$ cat src/rtl/ex_muldiv.sv
// ex_muldiv: iterative MULT/MULTU/DIV/DIVU unit; ports clk, rst, start, op, op1, op2, annul -> busy, stall_req, hi_out, lo_out, hilo_en_out; divider present only with EX_MULDIV_DIV_EN
module ex_muldiv #(
  parameter int DATA_W = 32
) (
  input  logic              clk,
  input  logic              rst,
  input  logic              start,
  input  logic [1:0]        op,
  input  logic [DATA_W-1:0] op1,
  input  logic [DATA_W-1:0] op2,
  input  logic              annul,
  output logic              busy,
  output logic              stall_req,
  output logic [DATA_W-1:0] hi_out,
  output logic [DATA_W-1:0] lo_out,
  output logic              hilo_en_out
);
  localparam int CW = $clog2(DATA_W);
  typedef enum logic [1:0] {IDLE, MUL, DIV, DONE} state_t;
  state_t state;
  logic [DATA_W-1:0] m2, a1, a2;
  logic [2*DATA_W-1:0] acc, nx, res, mul_nx, mul_fix;
  logic [DATA_W:0] sum;
  logic [CW-1:0] cnt;
  logic neg_lo, sgn, n1, n2;
  always_comb begin
    sgn = ~op[0];
    n1 = sgn & op1[DATA_W-1];
    n2 = sgn & op2[DATA_W-1];
    a1 = n1 ? -op1 : op1;
    a2 = n2 ? -op2 : op2;
    sum = {1'b0, acc[2*DATA_W-1:DATA_W]} + {1'b0, acc[0] ? m2 : {DATA_W{1'b0}}};
    mul_nx = {sum, acc[DATA_W-1:1]};
    mul_fix = neg_lo ? -mul_nx : mul_nx;
  end
`ifdef EX_MULDIV_DIV_EN
  logic neg_hi, ge;
  logic [DATA_W:0] sh, diff;
  logic [DATA_W-1:0] rn, q, r;
  logic [2*DATA_W-1:0] div_nx;
  always_comb begin
    sh = {acc[2*DATA_W-1:DATA_W], acc[DATA_W-1]};
    diff = sh - {1'b0, m2};
    ge = sh >= {1'b0, m2};
    rn = ge ? diff[DATA_W-1:0] : sh[DATA_W-1:0];
    div_nx = {rn, acc[DATA_W-2:0], ge};
    q = neg_lo ? -div_nx[DATA_W-1:0] : div_nx[DATA_W-1:0];
    r = neg_hi ? -rn : rn;
    nx = state == DIV ? div_nx : mul_nx;
    res = state == DIV ? {r, q} : mul_fix;
  end
`else
  assign nx = mul_nx;
  assign res = mul_fix;
`endif
  assign stall_req = (start && state == IDLE && !annul && !rst) || busy;
  always_ff @(posedge clk) begin
    if (rst) begin
      state <= IDLE;
      busy <= 1'b0;
      hilo_en_out <= 1'b0;
      hi_out <= '0;
      lo_out <= '0;
      acc <= '0;
      m2 <= '0;
      cnt <= '0;
      neg_lo <= 1'b0;
`ifdef EX_MULDIV_DIV_EN
      neg_hi <= 1'b0;
`endif
    end else if (annul) begin
      state <= IDLE;
      busy <= 1'b0;
      hilo_en_out <= 1'b0;
    end else begin
      case (state)
        IDLE: begin
          hilo_en_out <= 1'b0;
          if (start) begin
            cnt <= '0;
            m2 <= a2;
            neg_lo <= n1 ^ n2;
            acc <= {{DATA_W{1'b0}}, a1};
            busy <= 1'b1;
            state <= MUL;
`ifdef EX_MULDIV_DIV_EN
            neg_hi <= n1;
            if (op[1]) begin
              state <= DIV;
              // Divide by zero: preload so the single remaining step yields rem=op1, quo=all ones
              if (op2 == '0) begin
                cnt <= CW'(DATA_W - 1);
                neg_lo <= 1'b0;
                neg_hi <= 1'b0;
                acc <= {1'b0, op1, {(DATA_W-1){1'b1}}};
              end
            end
`else
            // No divider: one zero multiply step gives the all-zero DIV result
            if (op[1]) begin
              cnt <= CW'(DATA_W - 1);
              m2 <= '0;
              neg_lo <= 1'b0;
              acc <= '0;
            end
`endif
          end
        end
        MUL, DIV: begin
          acc <= nx;
          cnt <= cnt + 1'b1;
          if (cnt == CW'(DATA_W - 1)) begin
            state <= DONE;
            busy <= 1'b0;
            hilo_en_out <= 1'b1;
            {hi_out, lo_out} <= res;
          end
        end
        default: begin
          state <= IDLE;
          hilo_en_out <= 1'b0;
        end
      endcase
    end
  end
endmodule

$ cat config.mk
export PLATFORM = sky130hd
export DESIGN_NAME = ex_muldiv
export DESIGN_NICKNAME = d
export VERILOG_FILES = /design/src/rtl/ex_muldiv.sv
export SDC_FILE = /design/constraint.sdc
export NUM_CORES = 1
export LEC_CHECK = 0
export ABC_AREA = 1
export BUFFER_PORTS_ARGS = -buffer_cell sky130_fd_sc_hd__buf_2
export CAP_MARGIN = 40
export CORE_MARGIN = 4
export CORE_UTILIZATION = 50
export CTS_BUF_LIST = sky130_fd_sc_hd__clkbuf_4
export DETAILED_ROUTE_END_ITERATION = 10
export PLACE_DENSITY = 0.73
export SYNTH_ARGS = -nofsm -noshare
export SYNTH_HDL_FRONTEND = slang
export SYNTH_SLANG_ARGS = --single-unit
$ cat constraint.sdc
create_clock -name clk -period 3.02 [get_ports clk]
set_clock_uncertainty 0.2 [all_clocks]
set_input_delay 0.151 -clock clk [delete_from_list [all_inputs] [get_ports clk]]
set_output_delay 0.151 -clock clk [all_outputs]
set_load 0.005 [all_outputs]
Yosys cells after proc, flatten, opt, wreduce, memory -nomap -nowiden:

Cells that the tools add are included.

* bits in registers: 170
* output and inout port bits: 67

* add/subtract/negate cells: 5
* equality and inequality tests: 5
* muxes and demuxes: 18
* bitwise gates (word level): 6
* reductions and logical operators: 16

Operators by type and width (number)
* $mux W32: 5
* $mux W64: 2
* $pmux W64 S2: 1
* $neg A32 Y32: 2
* $neg A64 Y64: 1
* $add A32 B32 Y33: 1
* $reduce_and A3 Y1: 4
* $mux W5: 2
* $pmux W5 S2: 1
* $add A5 B1 Y5 const B: 1
* $eq A5 B5 Y1 const B: 1
* $mux W2: 2
* $ne A2 B2 Y1 const B: 2
* $pmux W2 S2: 1
* $reduce_or A2 Y1: 2
* $logic_and A1 B1 Y1: 3
* $mux W1: 3
* $not A1 Y1: 3
* $reduce_or A3 Y1: 1
* $and A1 B1 Y1: 2
* $eq A2 B1 Y1 const B: 1
* $eq A2 B2 Y1 const B: 1
* $logic_not A1 Y1: 2
* $logic_not A2 Y1: 1
* other kinds (5): 5

Depth between registers and ports, before layout:

* depth after elaboration: 6
* mapped depth: 26

Least setup slack after synthesis:

OpenSTA, ideal clock, no wires.

* path type: reg2reg
* start: register acc[0]
* end: register hi_out[30]
* setup time: 109 ps
* arrival: 2674 ps
* data required time: 2711 ps
* setup slack: 37 ps
* stages on the path, launching flop included: 22
* cell sequence: dfxtp_1 clkbuf_1 clkbuf_1 nand2_1 inv_1 ha_1 fa_1 nand3_1 nand3_1 xor2_1 nor2_1 nand3_1 nor2_1 nand2_1 nor2_2 nand3_1 nand2_2 nand2_1 nand2_1 nand3_1 nand2_1 inv_1

* cells in the longest elaborated chain, start to end: 4

Ends and longest elaborated chain
* from (decl): line 22 `logic [2*DATA_W-1:0] acc, nx, res, mul_nx, mul_fix;`
* from (signal assigned): line 83 `acc <= {{DATA_W{1'b0}}, a1};`
* from (signal assigned): line 110 `acc <= nx;`
* $mux W32 (*): line 32 `sum = {1'b0, acc[2*DATA_W-1:DATA_W]} + {1'b0, acc[0] ? m2 : {DATA_W{1'b0}}};`
* $add A32 B32 Y33 (*): line 32
* $neg A64 Y64: line 34 `mul_fix = neg_lo ? -mul_nx : mul_nx;`
* $mux W64 (*): line 34
* to (signal assigned): line 116 `{hi_out, lo_out} <= res;`
* to (decl): line 14 `output logic [DATA_W-1:0] hi_out,`

Every way passes the cells marked *; elsewhere a longest branch is shown, timed or not.
A chain may end at the register's enable or synchronous reset.

Worst setup path after layout:

* start: input op2[2]
* end: register m2[11]

* cells in the longest elaborated chain, start to end: 3

Ends and longest elaborated chain
* from (decl): line 10 `input logic [DATA_W-1:0] op2,`
* $neg A32 Y32: line 31 `a2 = n2 ? -op2 : op2;`
* $mux W32: line 31
* $mux W32: line 100 `if (op[1]) begin`
* to (signal assigned): line 65 `m2 <= '0;`
* to (signal assigned): line 81 `m2 <= a2;`
* to (signal assigned): line 102 `m2 <= '0;`
* to (decl): line 21 `logic [DATA_W-1:0] m2, a1, a2;`

No other way between the ends.

==> results.txt <==
status -> complete, but fails checks
failing checks -> negative setup slack
Worst Path Buf+Inv -> 5
GRT Util Overall -> 31.39%
fraction of layout cells with a size suffix above 1 -> 25.54%
# Max-Cap Violations -> 0
WP data arrival -> 3.35 ns
commonest non-fill, non-tap cell in the layout -> nand2_1
Post-layout nets -> 2669
Syn Std Cell Area -> 12920 um^2
total CTS buffers -> 17
WL/cell -> 16.71 um
Initial Util -> 51.01%
Iter 0 DRT Violations -> 1598
Final Critical Period -> 3.052 ns
WS Path Type -> input pin to register
main flop type after synthesis -> dfxtp_1
Area after DPL -> 14880 um^2
Psw -> 1.647 mW
Vias/cell -> 5.442
Cell Count, Final, Fillers Out -> 2905
PD cells -> 276.5 nW/um^2
# fillers -> 2123
Cell Int Power -> 3.315 mW
Reg2Reg Setup Slack -> 0.02 ns
Die Y -> 168.7 um
Crit path max-delay family -> buffers and inverters
Synth Instances -> 2170
RSZ-0062 raised after global routing -> true
Slew Viols, Final -> 0
CTS max path bufs -> 2
CP most frequent cell -> dlygate4sd3_1
Detail Route Antenna Nets -> 0
Max Fclk -> 327.6 MHz
post-synthesis register bit count -> 170
PortBufs -> 136
setup ws final -> -0.03227 ns
Sw Share -> 33.19%
1st-pass router iterations -> 6
headroom to the max-slew limit -> 34.47%
Netlist cell types -> 49
final non-filler cell area -> 17950 um^2
CP Capture Type -> register
initial antenna violation count -> 2
H-tree Lvls -> 4
Final setup viols -> 1
CP peak stage delay -> 0.58 ns
largest net degree at the start of global routing -> 119
clk_lat worst skew -> 0.61 ns
period utilization -> 101.1%
Ports -> 137
final hold violation count -> 0
Post-Syn Nets -> 2280
gr ovfl total -> 0
Slowest-stage cell, CP -> dlygate4sd3_1
Flop pwr share -> 47.2%
P_leak -> 8.772 nW
Clock transition at path regs -> 0.16 ns
DRT Wirelength -> 48.55 mm
Placed Cells -> 2705
largest fanout on the critical path -> 4
DR vias -> 15808
YS warnings -> 0
HPWL after DPL -> 34.02 mm
first-pass GRT wire length -> 73.02 mm
clock root buffer -> clkbuf_4
Residual DRC -> 0
clock share of power -> 32.3%
CTS tree -> yes
vias in the first global route -> 14442
required time worst endpoint -> 3.32 ns
transition time of the tightest slew-check pin -> 0.9819 ns
number of synthesized flops with an enable pin -> 0
startpoint type of the worst setup path -> input pin
Clock Sinks -> 170
Peak VDD IR -> 239.3 uV
post-synthesis async set-or-reset flop share -> 0%
core area -> 25330 um^2
die area -> 28470 um^2
commonest cells after routing, fill and taps aside -> 582 x nand2_1, 302 x inv_1, 171 x nor2_1, 166 x dfxtp_1, 164 x buf_4
final RePlAce weighted congestion -> 0.9873
sequential share of the synthesized area -> 26.34%
hold crit path type -> input pin to register
CP cell instances -> dlygate4sd3_1 > buf_2 > inv_1 > nand3_2 > nor3_4 > nand3_2 > nor3_4 > a21oi_1 > o21ai_0 > a21o_1 > dlygate4sd3_1 > a21oi_1 > dlygate4sd3_1
synthesis-to-layout area growth -> 38.94%
Rows -> 58
logic gate share of total power -> 20.5%
Die Wd -> 168.7 um
Avg Cell Area, Syn -> 5.953 um^2
==> cells in the mapped netlist, types with 19 or more instances <==
| master | number | area, um^2 |
|---|---|---|
| a21oi_1 | 163 | 815.8 |
| a22oi_1 | 32 | 240.2 |
| clkbuf_1 | 66 | 247.7 |
| dfxtp_1 | 170 | 3403 |
| ha_1 | 39 | 488.0 |
| inv_1 | 318 | 1194 |
| nand2_1 | 651 | 2444 |
| nand2_2 | 35 | 219.0 |
| nand3_1 | 167 | 835.8 |
| nand4_1 | 22 | 137.6 |
| nor2_1 | 207 | 777.0 |
| nor3_1 | 24 | 120.1 |
| o21ai_0 | 72 | 360.4 |
| o221ai_1 | 19 | 166.4 |
| xor2_1 | 27 | 236.5 |
==> power groups by stage <==
stage | Combinational, mW | Sequential, mW | Clock (mW)
after floorplan | 0.519 | 2.36 | 0
after global placement | 0.762 | 2.38 | 0
after detailed placement | 0.776 | 2.38 | 0
after CTS | 0.913 | 2.34 | 1.62
after global routing | 1.11 | 2.35 | 1.68
final | 1.02 | 2.34 | 1.60
==> logic make-up (layout without fill, tap and decap cells) <==
family	after synthesis	count (layout)	synth area share (%)
compound gates	328	328	14.70
xor+xnor	36	36	2.557
fa+ha+maj	40	40	3.932
buf+inv	406	808	11.84
flops	170	170	26.34
other cells	0	3	0
simple gates	1190	1190	40.63
==> state kept, by name, indices dropped and copies added (netlist names) <==
register	cells
acc	64
busy	1
cnt	5
hi_out	32
hilo_en_out	1
lo_out	32
m2	32
neg_lo	1
state	2
==> tightest hold or removal path, delay by kind of cell <==
| kind | cells | cell delay [ns] |
|---|---|---|
| compound gates | 2 | 0.30 |
| buf+inv | 2 | 0.30 |
| simple gates | 1 | 0.09 |
==> routing by layer <==
metal	up-vias	wire [um]	GRT usage, %
li1	7722	-	-
met1	7252	20620	42.03
met2	697	22700	52.95
met3	135	3641	4.390
met4	2	1583	8.927
met5	-	13	0
==> worst paths after layout <==
| kind | startpoint | end | cells after the start |
|---|---|---|---|
| worst min register to register | m2[12] | m2[12] | 2 |
| worst max-delay path | op2[2] | m2[11] | 13 |
| worst min-delay path | op1[1] | acc[1] | 5 |
| worst max register to register | acc[0] | hi_out[24] | 17 |
==> area by class of cell <==
cell class | instances | area (um^2) | share of cell area [%]
multi-input cells | 1594 | 9117 | 50.79
repair buffers | 443 | 3423 | 19.07
flip-flops and latches | 170 | 3408 | 18.99
inverters | 333 | 1251 | 6.971
well taps | 330 | 412.9 | 2.300
clock inverters | 15 | 201.4 | 1.122
clock buffers | 17 | 127.6 | 0.7110
diodes | 3 | 7.507 | 0.04182
==> stage by stage <==
step	utilization, %	hold WS [ns]	total power [mW]	TNS (ns)	setup slack, ns
global route	70.85	0.07945	5.134	-2.007	-0.1658
detailed placement	58.77	0.2544	3.160	-2.258	-0.2181
floorplan	-	0.09562	2.881	0	0.03732
global placement	58.77	0.2485	3.145	-1.317	-0.2018
finish	70.87	0.06353	4.962	-0.03227	-0.03227
CTS	66.53	0.004924	4.866	0	0.001293
==> timing repair <==
item / 4_1_cts / 5_1_grt
pin swaps: 10 / 45
endpoints found under the setup margin: 22 / 48
setup buffers: 3 / 26
hold buffers: 141 / 0
cloned: 0 / 1
gates resized for setup: 45 / 214
hold endpoints to repair: 143 / 0
Note: power is estimated with default switching activity, not from simulation.
